==> src/rtl/mexiko_rst_pkg.sv <==
// Shared types for the board reset sequencer.
// State encoding doubles as the debug LED code.
package mexiko_rst_pkg;

  typedef enum logic [2:0] {
    HOLD     = 3'd0,
    NET_WAIT = 3'd1,
    DDR_WAIT = 3'd2,
    RUN      = 3'd3,
    FAIL     = 3'd4
  } rst_state_t;

  localparam logic [1:0] FAIL_NONE = 2'b00;
  localparam logic [1:0] FAIL_NET  = 2'b01;
  localparam logic [1:0] FAIL_DDR  = 2'b10;

endpackage

==> src/rtl/sync_2ff.sv <==
// Two-flop synchroniser for a single async level.
// Ports: clk, rst_n (sync, active-low), d (async in), q (synced out).
module sync_2ff #(
  parameter logic RST_VAL = 1'b0
) (
  input  logic clk,
  input  logic rst_n,
  input  logic d,
  output logic q
);

  logic meta;

  always_ff @(posedge clk) begin
    if (!rst_n) begin
      meta <= RST_VAL;
      q    <= RST_VAL;
    end else begin
      meta <= d;
      q    <= meta;
    end
  end

endmodule

==> src/rtl/reset_seq.sv <==
// Board reset sequencer: releases net GTs, then DDR3 MIG, then orpsoc.
// Ports: sys_clk_i, sys_rst_n_i (sync, active-low), net_done_i,
//   ddr_calib_i (async), net_rst_o, ddr_rst_o, soc_rst_o (active-high),
//   done_o, fail_o, fail_code_o[1:0], state_o[2:0].
// Macro RESET_SEQ_RETRY_EN: retry the whole sequence after a timeout.
module reset_seq
  import mexiko_rst_pkg::*;
#(
  parameter int HOLD_CYCLES = 1024,
  parameter int NET_TIMEOUT = 1048576,
  parameter int DDR_TIMEOUT = 4194304,
  parameter int MAX_RETRIES = 3,
  parameter int CNT_W       = 24
) (
  input  logic       sys_clk_i,
  input  logic       sys_rst_n_i,
  input  logic       net_done_i,
  input  logic       ddr_calib_i,
  output logic       net_rst_o,
  output logic       ddr_rst_o,
  output logic       soc_rst_o,
  output logic       done_o,
  output logic       fail_o,
  output logic [1:0] fail_code_o,
  output logic [2:0] state_o
);

  localparam logic [CNT_W-1:0] HOLD_LAST = CNT_W'(HOLD_CYCLES - 1);
  localparam logic [CNT_W-1:0] NET_LAST  = CNT_W'(NET_TIMEOUT - 1);
  localparam logic [CNT_W-1:0] DDR_LAST  = CNT_W'(DDR_TIMEOUT - 1);

  if (HOLD_CYCLES < 1 || HOLD_CYCLES >= 2**CNT_W ||
      NET_TIMEOUT < 1 || NET_TIMEOUT >= 2**CNT_W ||
      DDR_TIMEOUT < 1 || DDR_TIMEOUT >= 2**CNT_W ||
      MAX_RETRIES < 0) begin : g_bad_param
    $error("reset_seq: cycle parameter out of range");
  end

  rst_state_t       state;
  logic [CNT_W-1:0] cnt;
  logic             net_s;
  logic             ddr_s;
  logic             to_hit;
  logic [1:0]       to_code;

`ifdef RESET_SEQ_RETRY_EN
  localparam int RW = (MAX_RETRIES < 1) ? 1 : $clog2(MAX_RETRIES + 1);
  localparam logic [RW-1:0] RETRY_MAX = RW'(MAX_RETRIES);
  logic [RW-1:0] retry_cnt;
`endif

  sync_2ff #(.RST_VAL(1'b0)) u_sync_net (
    .clk   (sys_clk_i),
    .rst_n (sys_rst_n_i),
    .d     (net_done_i),
    .q     (net_s)
  );

  sync_2ff #(.RST_VAL(1'b0)) u_sync_ddr (
    .clk   (sys_clk_i),
    .rst_n (sys_rst_n_i),
    .d     (ddr_calib_i),
    .q     (ddr_s)
  );

  // A timeout only fires when nothing better happens on the same
  // cycle: a done flag, or a net drop while waiting on DDR.
  always_comb begin
    to_hit  = 1'b0;
    to_code = FAIL_NONE;
    if (state == NET_WAIT && !net_s && cnt == NET_LAST) begin
      to_hit  = 1'b1;
      to_code = FAIL_NET;
    end else if (state == DDR_WAIT && !ddr_s && net_s &&
                 cnt == DDR_LAST) begin
      to_hit  = 1'b1;
      to_code = FAIL_DDR;
    end
  end

  always_ff @(posedge sys_clk_i) begin
    if (!sys_rst_n_i) begin
      state       <= HOLD;
      cnt         <= '0;
      net_rst_o   <= 1'b1;
      ddr_rst_o   <= 1'b1;
      soc_rst_o   <= 1'b1;
      done_o      <= 1'b0;
      fail_o      <= 1'b0;
      fail_code_o <= FAIL_NONE;
`ifdef RESET_SEQ_RETRY_EN
      retry_cnt   <= '0;
`endif
    end else if (to_hit) begin
      fail_code_o <= to_code;
      cnt         <= '0;
      net_rst_o   <= 1'b1;
      ddr_rst_o   <= 1'b1;
      done_o      <= 1'b0;
`ifdef RESET_SEQ_RETRY_EN
      if (retry_cnt < RETRY_MAX) begin
        retry_cnt <= retry_cnt + 1'b1;
        state     <= HOLD;
        soc_rst_o <= 1'b1;
      end else begin
        state     <= FAIL;
        soc_rst_o <= 1'b0;
        fail_o    <= 1'b1;
      end
`else
      state       <= FAIL;
      soc_rst_o   <= 1'b0;
      fail_o      <= 1'b1;
`endif
    end else begin
      unique case (state)
        HOLD: begin
          if (cnt == HOLD_LAST) begin
            cnt       <= '0;
            state     <= NET_WAIT;
            net_rst_o <= 1'b0;
          end else begin
            cnt <= cnt + 1'b1;
          end
        end
        NET_WAIT: begin
          if (net_s) begin
            cnt       <= '0;
            state     <= DDR_WAIT;
            ddr_rst_o <= 1'b0;
          end else begin
            cnt <= cnt + 1'b1;
          end
        end
        DDR_WAIT: begin
          if (ddr_s) begin
            cnt       <= '0;
            state     <= RUN;
            soc_rst_o <= 1'b0;
            done_o    <= 1'b1;
          end else if (!net_s) begin
            // link lost before calib: restart, keep retry budget
            cnt       <= '0;
            state     <= HOLD;
            net_rst_o <= 1'b1;
            ddr_rst_o <= 1'b1;
            soc_rst_o <= 1'b1;
          end else begin
            cnt <= cnt + 1'b1;
          end
        end
        RUN: begin
          cnt <= '0;
          if (!net_s || !ddr_s) begin
            state     <= HOLD;
            net_rst_o <= 1'b1;
            ddr_rst_o <= 1'b1;
            soc_rst_o <= 1'b1;
            done_o    <= 1'b0;
`ifdef RESET_SEQ_RETRY_EN
            retry_cnt <= '0;
`endif
          end
        end
        FAIL: begin
          cnt <= '0;
        end
        default: begin
          cnt       <= '0;
          state     <= HOLD;
          net_rst_o <= 1'b1;
          ddr_rst_o <= 1'b1;
          soc_rst_o <= 1'b1;
          done_o    <= 1'b0;
        end
      endcase
    end
  end

  assign state_o = state;

endmodule

==> config.mk <==
export PLATFORM = sky130hd
export DESIGN_NAME = reset_seq
export DESIGN_NICKNAME = d
export VERILOG_FILES = /design/src/rtl/mexiko_rst_pkg.sv /design/src/rtl/sync_2ff.sv /design/src/rtl/reset_seq.sv
export SDC_FILE = /design/constraint.sdc
export NUM_CORES = 1
export LEC_CHECK = 0
export CORE_ASPECT_RATIO = 0.5
export CORE_MARGIN = 8
export CORE_UTILIZATION = 40
export CTS_CLUSTER_SIZE = 8
export DETAILED_ROUTE_END_ITERATION = 8
export SETUP_SLACK_MARGIN = 0.02
export SYNTH_ARGS = -nofsm -noshare
export SYNTH_HDL_FRONTEND = slang
export SYNTH_SLANG_ARGS = --single-unit
==> constraint.sdc <==
create_clock -name sys_clk_i -period 1.99 [get_ports sys_clk_i]
set_input_delay 0.398 -clock sys_clk_i [delete_from_list [all_inputs] [get_ports sys_clk_i]]
set_output_delay 0.398 -clock sys_clk_i [all_outputs]
set_load 0.03 [all_outputs]
==> flow_metrics.env, run 1 <==
export IMPL_crit_path_start_kind="register"
export IMPL_clkTransAtPathRegs_ns=0.08
export IMPL_antenna_found_initial=0
export IMPL_clockBufferDepth=2
export IMPL_cts_buffers=5
export IMPL_synth_most_common_cell="nor2_1"
export IMPL_hpwlAfterDp_mm=3.05
export IMPL_yosys_warnings=0
export IMPL_total_power_mw=1.92
export IMPL_hold_class="reg -> reg"
export IMPL_cts_tree="built"
export IMPL_place_congestion=0.785
export IMPL_synth_edf_count=0
export IMPL_core_sq_um=4280
export IMPL_drv_cap=0
export IMPL_synth_flop_cell="dfxtp_1"
export IMPL_htree_num_levels=2
export IMPL_pin_count=14
export IMPL_synth_cells=200
export IMPL_fmaxAchievable_ghz=0.522
export IMPL_worst_ep_arrival_time_ns=1.52
export IMPL_synth_top_area_cell="dfxtp_1"
export IMPL_ant_nets=0
export IMPL_dr_pass1_iters=4
export IMPL_die_h_um=62.5
export IMPL_hold_path_startpoint="u_sync_ddr.meta$_SDFF_PN0_"
export IMPL_grt_usage_pct=13.3
export IMPL_layout_drive_gt1_share_pct=22.4
export IMPL_final_util_pct=55.3
export IMPL_synth_nets=205
export IMPL_cts_sinks=38
export IMPL_leakagePower_nw=0.901
export IMPL_synth_area_leaders="dfxtp_1 (44%), nor2_1 (8.5%), xnor2_1 (5.6%)"
export IMPL_syn2layout_area_growth_pct=36.7
export IMPL_crit_type="reg -> out"
export IMPL_grt_overflow=0
export IMPL_fin_area_sq_um=2360
export IMPL_syn_avg_cell_area_sq_um=8.65
export IMPL_grt_max_degree=14
export IMPL_dieArea_sq_um=6810
export IMPL_nets=254
export IMPL_outcome="finished, final reports clean"
export IMPL_drc_errors=0
export IMPL_wirelength_mm=4.54
export IMPL_end_kind="primary output"
export IMPL_finalSetupViolCount=0
export IMPL_finalHoldViolCount=0
export IMPL_period_share_pct=96.2
export IMPL_fin_skew_ns=0.0127
export IMPL_hold_buffers=0
export IMPL_core_rowCount=17
export IMPL_r2r_start="cnt[0]$_SDFF_PP0_"
export IMPL_timing_slew_headroom_pct=65.6
export IMPL_cp_required_ns=1.59
export IMPL_synth_top_area_share_pct=44.0
export IMPL_finalCriticalPeriod_ns=1.91
export IMPL_post_drt_via_cell_ratio=5.01
export IMPL_finalMaxSlewViolations=0
export IMPL_dpl_cell_area_sq_um=2110
export IMPL_wire_per_inst_um=14.8
export IMPL_start_util_pct=40.4
export IMPL_fill_cells=379
export IMPL_drt_iter0_markers=134
export IMPL_yosys_cell_types_count=38
export IMPL_ir_worst_vdd_uv=457
export IMPL_cts_root_buf="clkbuf_8"
export IMPL_critical_path_max_fanout=12
export IMPL_async_flop_share_pct=0
export IMPL_synthTopCellsByCount="nor2_1 (39), dfxtp_1 (38), nand3_1 (11), xnor2_1 (11), xor2_1 (11)"
export IMPL_tightest_slew_ns=0.516
export IMPL_fp_dieW_um=109
export IMPL_n_antenna_cell=0
export IMPL_clkLatencyLatePin_ns=0.29
export IMPL_syn_area_sq_um=1730
export IMPL_yosysSeqAreaShare_pct=44.0
export IMPL_vias=1537
export IMPL_ys_seq_elements=38
export IMPL_grt_pass1_wl_mm=7.24
export IMPL_grt_pass1_vias=1409
export IMPL_port_buffer_count=13
export IMPL_power_density_nw_per_um2=812
export IMPL_startpoint="state_o[0]$_SDFFE_PP0P_"
[kinds of logic after synthesis]
kind of cell             synth area share, %
AND/OR/NAND/NOR                         27.4
flip-flops                              44.0
AO/OA/AOI/OAI                           11.5
XOR/XNOR                                11.1
buffers and inverters                   4.56
multiplexers                           0.651
adder cells (fa/ha/maj)                0.723
[layout make-up]
| type | instances | area, sq um | area share, % |
|---|---|---|---|
| Multi-Input combinational cell | 150 | 968 | 41.0 |
| Sequential cell | 38 | 763 | 32.3 |
| Timing Repair Buffer | 46 | 388 | 16.4 |
| Clock buffer | 6 | 82.6 | 3.49 |
| Tap cell | 57 | 71.3 | 3.02 |
| Clock inverter | 2 | 60.1 | 2.54 |
| Inverter | 8 | 30.0 | 1.27 |
[through the flow]
| stage | hold WS (ns) | worst slack, ns | instances | setup TNS [ns] |
|---|---|---|---|---|
| 2_1_floorplan | 0.403 | 0.0285 | 200 | 0 |
| 3_3_place_gp | 0.416 | 0.0463 | 293 | 0 |
| 3_5_place_dp | 0.417 | -0.0493 | 293 | -0.778 |
| 4_1_cts | 0.431 | 0.0243 | 304 | 0 |
| 5_1_grt | 0.460 | -0.0283 | 307 | -0.134 |
| 6_report | 0.433 | 0.0751 | 307 | 0 |
[power breakdown]
| group | switching, mW | leakage, nW | total (mW) | internal (mW) |
|---|---|---|---|---|
| sequential | 0.0146 | 0.308 | 0.802 | 0.787 |
| combinational | 0.168 | 0.521 | 0.307 | 0.139 |
| clock | 0.275 | 0.0714 | 0.810 | 0.535 |
| total | 0.458 | 0.901 | 1.92 | 1.46 |
[layout by cell type, fill, tap and decap left out, types with 2 or more instances in the layout]
cell	netlist	layout
and2_1	5	5
nor3_1	5	5
bufinv_16	0	2
clkbuf_8	0	6
and3_1	2	2
a21oi_1	8	8
nor4_1	5	5
buf_6	3	2
nand4_1	6	6
nand2_1	10	10
or3_4	1	3
nand3_1	11	11
dfxtp_2	0	2
clkdlybuf4s50_1	0	12
a211o_4	1	4
o21ai_0	9	9
xor2_1	11	11
dfxtp_1	38	36
xnor2_1	11	11
nand2b_1	3	2
inv_1	8	8
buf_4	0	31
nor2_1	39	39
[metal layers]
layer	global-route usage [%]	vias up	share of wire, %
met3	4.01	4	7.6
met1	21.9	697	57
met2	15.0	43	35
met4	3.55	0	0.95
li1	-	793	-
met5	0	-	0
[critical path, stage by stage (launching register included)]
cell and delay, ns:
dfxtp_1 0.35, buf_4 0.19, clkdlybuf4s50_1 0.69
[final timing paths]
kind	end	slack [ns]	cells after the start
worst max-delay path	state_o[0]	0.08	2
worst min-delay path	u_sync_ddr.q$_SDFF_PN0_	0.43	1
worst min register to register	u_sync_ddr.q$_SDFF_PN0_	0.43	1
worst max register to register	fail_code_o[0]$_SDFFE_PN0P_	0.12	6
[repair_timing]
item | 4_1_cts | 5_1_grt
setup buffers | 1 | 2
gates resized for setup | 2 | 9
pin swaps | 2 | 4
endpoints found under the setup margin | 24 | 34
gates cloned | 2 | 1
[registers in the layout, summed over array words and instances (netlist names)]
signal	flops
u_sync_ddr.meta	1
fail_code_o	2
state_o	3
u_sync_net.q	1
fail_o	1
soc_rst_o	1
cnt	24
ddr_rst_o	1
u_sync_net.meta	1
net_rst_o	1
done_o	1
u_sync_ddr.q	1
Power figures use the tool's default switching activity.
==> run 2: changes to the inputs <==
Settings changed: HOLD_SLACK_MARGIN set to 0.03.
==> results of run 2 <==
The final DEF is identical to that of run 1; final timing and power are the same.
